===== src/rtl/cpu_pkg.sv =====
// rtl/cpu_pkg.sv - shared datapath constants and types for the simple CPU
package cpu_pkg;

    localparam int DATA_WIDTH = 8;
    localparam int ADDR_WIDTH = 3;
    localparam int NUM_REGS   = 2 ** ADDR_WIDTH;

    typedef logic [ADDR_WIDTH-1:0] reg_addr_t;
    typedef logic [DATA_WIDTH-1:0] word_t;

endpackage


===== src/rtl/reg_file_write_decoder.sv =====
// rtl/reg_file_write_decoder.sv - one-hot write-enable demux for the register file
module write_decoder #(
    parameter int ADDR_WIDTH = cpu_pkg::ADDR_WIDTH
) (
    input  logic [ADDR_WIDTH-1:0]      addr,
    input  logic                       write,
    output logic [2**ADDR_WIDTH-1:0]   load_en
);

    // Exactly one load enable goes high per write; none when write is low.
    always_comb begin
        load_en = '0;
        if (write) begin
            load_en[addr] = 1'b1;
        end
    end

endmodule


===== src/rtl/reg_file.sv =====
// rtl/reg_file.sv - 8x8 register file, one write port, two combinational read ports
module reg_file #(
    parameter int DATA_WIDTH = cpu_pkg::DATA_WIDTH,
    parameter int ADDR_WIDTH = cpu_pkg::ADDR_WIDTH,
    parameter bit BYPASS     = 1'b1
) (
    input  logic                  CLK,
    input  logic                  RESET_N,
    input  logic [DATA_WIDTH-1:0] IN,
    input  logic [ADDR_WIDTH-1:0] INADDRESS,
    input  logic                  WRITE,
    input  logic [ADDR_WIDTH-1:0] OUT1ADDRESS,
    input  logic [ADDR_WIDTH-1:0] OUT2ADDRESS,
    output logic [DATA_WIDTH-1:0] OUT1,
    output logic [DATA_WIDTH-1:0] OUT2
);

    localparam int NUM_ENTRIES = 2 ** ADDR_WIDTH;

    logic [DATA_WIDTH-1:0]  regs [NUM_ENTRIES];
    logic [NUM_ENTRIES-1:0] load_en;

    write_decoder #(
        .ADDR_WIDTH (ADDR_WIDTH)
    ) u_write_decoder (
        .addr    (INADDRESS),
        .write   (WRITE),
        .load_en (load_en)
    );

    // Register array: async clear, otherwise load the one decoded entry.
    always_ff @(posedge CLK or negedge RESET_N) begin
        if (!RESET_N) begin
            for (int i = 0; i < NUM_ENTRIES; i++) begin
                regs[i] <= '0;
            end
        end else begin
            for (int i = 0; i < NUM_ENTRIES; i++) begin
                if (load_en[i]) begin
                    regs[i] <= IN;
                end
            end
        end
    end

    // Read port 1: stored value, forwarded write data when bypassing, zero in reset.
    always_comb begin
        OUT1 = regs[OUT1ADDRESS];
        if (!RESET_N) begin
            OUT1 = '0;
        end else if (BYPASS && WRITE && (OUT1ADDRESS == INADDRESS)) begin
            OUT1 = IN;
        end
    end

    // Read port 2: same selection as port 1, forwarded independently.
    always_comb begin
        OUT2 = regs[OUT2ADDRESS];
        if (!RESET_N) begin
            OUT2 = '0;
        end else if (BYPASS && WRITE && (OUT2ADDRESS == INADDRESS)) begin
            OUT2 = IN;
        end
    end

endmodule


===== config.mk =====
export PLATFORM = sky130hd
export DESIGN_NAME = reg_file
export DESIGN_NICKNAME = d
export VERILOG_FILES = /design/src/rtl/cpu_pkg.sv /design/src/rtl/reg_file_write_decoder.sv /design/src/rtl/reg_file.sv
export SDC_FILE = /design/constraint.sdc
export NUM_CORES = 1
export LEC_CHECK = 0
export BUFFER_PORTS_ARGS = -buffer_cell sky130_fd_sc_hd__buf_2
export CAP_MARGIN = 0
export CELL_PAD_IN_SITES_DETAIL_PLACEMENT = 1
export CELL_PAD_IN_SITES_GLOBAL_PLACEMENT = 2
export CORE_AREA = 2 2 95 97
export CTS_CLUSTER_DIAMETER = 30
export DETAILED_ROUTE_END_ITERATION = 8
export DIE_AREA = 0 0 97 99
export PLACE_DENSITY_LB_ADDON = 0.1
export SYNTH_ARGS = -nofsm -noshare
export SYNTH_HDL_FRONTEND = slang
export SYNTH_SLANG_ARGS = --single-unit

===== constraint.sdc =====
create_clock -name CLK -period 1.8 [get_ports CLK]
set_input_delay 0 -clock CLK [delete_from_list [all_inputs] [get_ports CLK]]
set_output_delay 0 -clock CLK [all_outputs]
set_load 0.05 [all_outputs]

==> flow_results.xml <==
<?xml version="1.0" encoding="UTF-8"?>
<metrics>
  <group name="run_status">
    <metric name="status" unit="">complete, no violations</metric>
  </group>
  <group name="timing">
    <metric name="timing.slew.headroom" unit="%">51.3</metric>
    <metric name="finClkSkew" unit="ns">0</metric>
    <metric name="transition_time_of_the_tightest_slew_check_pin" unit="ns">0.727</metric>
    <metric name="grt_setup_unrepaired" unit="">no</metric>
    <metric name="timing.final.setup_violations" unit="">0</metric>
    <metric name="worst_hold_slack" unit="ns">0.0231</metric>
    <metric name="final_max_slew_viol_count" unit="">0</metric>
    <metric name="fin_tns_setup" unit="ns">0</metric>
    <metric name="final-hold-violation-count" unit="">0</metric>
    <metric name="clock.fmax" unit="GHz">0.579</metric>
    <metric name="finalCritPeriodShare" unit="%">95.9</metric>
    <metric name="timing.final.crit_period" unit="ns">1.73</metric>
  </group>
  <group name="yosys">
    <metric name="ys_seq_elements" unit="">64</metric>
    <metric name="yosys_warnings" unit="">0</metric>
    <metric name="share_of_synthesized_area_occupied_by_flip_flops_and_latches" unit="%">43.3</metric>
    <metric name="post_synth.cell_area_avg" unit="um^2">13.0</metric>
    <metric name="async_reset_ff_share" unit="%">100</metric>
    <metric name="post_synthesis_net_count" unit="">305</metric>
    <metric name="synth_simple_gate_area_share" unit="%">4.09</metric>
    <metric name="synth_top_family_by_area" unit="">multiplexers</metric>
    <metric name="synth_adder_area_share" unit="%">0</metric>
    <metric name="ys_dominant_reg_cell" unit="">dfrtp_1</metric>
    <metric name="post_synth_mux_area_share" unit="%">38.5</metric>
    <metric name="post_synth_main_area_contributors" unit="">dfrtp_1 (43%), mux2_2 (19%), mux4_2 (11%)</metric>
    <metric name="post-synth-top-area-fraction" unit="%">43.3</metric>
    <metric name="post-synth-top-area-cell" unit="">dfrtp_1</metric>
    <metric name="synth-compound-area-share" unit="%">8.59</metric>
    <metric name="synth-edff-count" unit="">0</metric>
    <metric name="post_synth_instance_area" unit="um^2">3700</metric>
    <metric name="synthCells" unit="">285</metric>
    <metric name="yosysUniqueCellTypes" unit="">22</metric>
    <metric name="synth_xor_area_share" unit="%">1.42</metric>
  </group>
  <group name="global_route">
    <metric name="grt_pass1_vias" unit="">2731</metric>
    <metric name="largest_net_degree_at_the_start_of_global_routing" unit="">23</metric>
    <metric name="grt_antenna_before_repair" unit="">0</metric>
    <metric name="globalRoute.totalOverflow" unit="">0</metric>
    <metric name="grt_first_pass_wirelength" unit="um">15700</metric>
    <metric name="grt_util_all_layers" unit="%">22.0</metric>
  </group>
  <group name="cells_and_area">
    <metric name="final_net_count" unit="">345</metric>
    <metric name="finish.instance_area" unit="um^2">4250</metric>
    <metric name="largest_register_ffs" unit="">64</metric>
    <metric name="largest_register" unit="">regs</metric>
    <metric name="total_area_of_multi_input_combinational_cells" unit="um^2">1960</metric>
    <metric name="register_area" unit="um^2">1600</metric>
    <metric name="most-common-layout-cells" unit="">mux2_2 (64), dfrtp_1 (64), buf_2 (35)</metric>
    <metric name="antenna-diode-count" unit="">0</metric>
    <metric name="synthToLayoutAreaGrowth" unit="%">14.8</metric>
    <metric name="layout.cells.non_filler" unit="">437</metric>
    <metric name="drive_gt1_share" unit="%">48.9</metric>
    <metric name="fillers" unit="">907</metric>
    <metric name="top_registers" unit="">regs: 64 flops</metric>
  </group>
  <group name="routing">
    <metric name="drt_pre_antenna_iters" unit="">4</metric>
    <metric name="detail_route.wirelength" unit="um">9900</metric>
    <metric name="drt_drc_violations_left" unit="">0</metric>
    <metric name="detailedRoute.firstIterationViolations" unit="">74</metric>
    <metric name="routed_wire_length_per_instance" unit="um">22.7</metric>
    <metric name="dr_total_vias" unit="">2585</metric>
    <metric name="detail-route-antenna-nets" unit="">0</metric>
    <metric name="vias_per_cell" unit="">5.92</metric>
  </group>
  <group name="placed_design">
    <metric name="detailedPlacementHpwl" unit="um">6580</metric>
    <metric name="placed_cell_area" unit="um^2">4060</metric>
    <metric name="numPortBuffers" unit="">35</metric>
    <metric name="cell_count_post_placement" unit="">421</metric>
    <metric name="globalplace.congestion" unit="">0.738</metric>
  </group>
  <group name="clock_network">
    <metric name="root_buffer_cell" unit="">clkbuf_8</metric>
    <metric name="numCtsBuffers" unit="">9</metric>
    <metric name="clock_sinks" unit="">64</metric>
    <metric name="clk_transition_reported_paths" unit="ns">0.08</metric>
    <metric name="cts.path.max_buffers" unit="">2</metric>
    <metric name="clock_insertion_delay_at_the_later_pin_of_the_skew_report" unit="ns">0.34</metric>
    <metric name="cts-htree-levels" unit="">3</metric>
    <metric name="tritoncts" unit="">yes</metric>
  </group>
  <group name="pwr">
    <metric name="total_power" unit="mW">4.35</metric>
    <metric name="p_leak" unit="nW">1.82</metric>
    <metric name="peakVddDrop" unit="mV">0.453</metric>
    <metric name="pwr_density_cell" unit="nW/um^2">1020</metric>
  </group>
  <group name="floorplanning">
    <metric name="initial_core_util" unit="%">43.3</metric>
    <metric name="num_rows" unit="">34</metric>
    <metric name="area_of_the_die" unit="um^2">9600</metric>
    <metric name="floorplan.core_area" unit="um^2">8550</metric>
    <metric name="horizontal_die_dimension" unit="um">97</metric>
    <metric name="die_h" unit="um">99</metric>
    <metric name="pin_count" unit="">36</metric>
  </group>
  <group name="worst_setup_path">
    <metric name="critical_path.max_stage_delay" unit="ns">0.48</metric>
    <metric name="crit_path_capture_type" unit="">primary output</metric>
    <metric name="setup.worst_path.start_class" unit="">flip-flop</metric>
    <metric name="cp_max_fo" unit="">3</metric>
    <metric name="slowest_stage" unit="">mux4_2</metric>
    <metric name="worst_ep_arrival_time" unit="ns">1.73</metric>
    <metric name="timing.critical_path.mode_cell" unit="">a21oi_1</metric>
    <metric name="category_of_cells_accounting_for_the_largest_share_of_critical_path_delay" unit="">multiplexers</metric>
    <metric name="cp.required" unit="ns">1.80</metric>
    <metric name="worstPathBufferInverterCount" unit="">1</metric>
    <metric name="worst_path_class_setup" unit="">reg2out</metric>
    <metric name="crit_path_cell_trace" unit="">mux4_2 &gt; a21oi_1 &gt; a21oi_1 &gt; buf_2</metric>
  </group>
  <group name="hold_path">
    <metric name="timing.hold.worst.class" unit="">in2reg</metric>
  </group>
  <group name="run">
    <metric name="max-cap-violations" unit="">0</metric>
  </group>
</metrics>
## metrics by stage
stage	util (%)	setup WS, ns
finish	49.7	0.0732
CTS	49.6	0.0364
global placement	47.5	0.299
global route	49.7	0.00448
detailed placement	47.5	0.290
floorplan	-	0.255
## worst paths after layout
check	cells after the start	start	end	slack, ns
max	4	regs[2]	OUT1[2]	0.07
min reg2reg	1	regs[49]	regs[49]	0.53
min in group asynchronous	2	RESET_N	regs[47]	0.07
min	2	IN[2]	regs[2]	0.02
max in group asynchronous	4	RESET_N	regs[8]	1.10
max reg2reg	1	regs[37]	regs[37]	1.00
## cell usage after synthesis, drive strengths merged (6+ instances only)
library cell,n
buf,24
o21ai,16
xnor2,6
mux4,18
a21oi,30
dfrtp,64
mux2,64
mux2i,30
o22ai,14
## layout make-up
class                      count  share of cell area, %
multi-input combinational    194                   46.0
sequential                    64                   37.7
timing repair buffer          56                   9.07
clock buffer                  10                   3.24
tap                          108                   3.18
clock inverter                 5                  0.795
## power breakdown
part	internal, mW	total (mW)	switching, mW
registers	1.76	1.98	0.226
clock network	0.526	1.09	0.568
logic	0.641	1.28	0.634
total	2.92	4.35	1.43
## per-layer routing
layer	up-vias	track usage, %	part of all wire (%)
met5	-	0	0
met4	0	7.26	1.6
met3	12	4.82	3.1
met2	44	36.7	49
met1	1361	28.8	47
li1	1168	-	-
## cells by family after synthesis
logic type	count (synthesis)
multiplexers	112
buffers and inverters	27
AND/OR/NAND/NOR	16
AO/OA/AOI/OAI	60
XOR/XNOR	6
flip-flops	64
## timing repair
item | in CTS | in global routing
hold buffers | 1 | 0
gates resized for setup | 0 | 2
setup buffers | 0 | 0
endpoints found under the hold margin | 53 | 0
endpoints found under the setup margin | 0 | 2
Note: power is estimated with default switching activity, not from simulation.
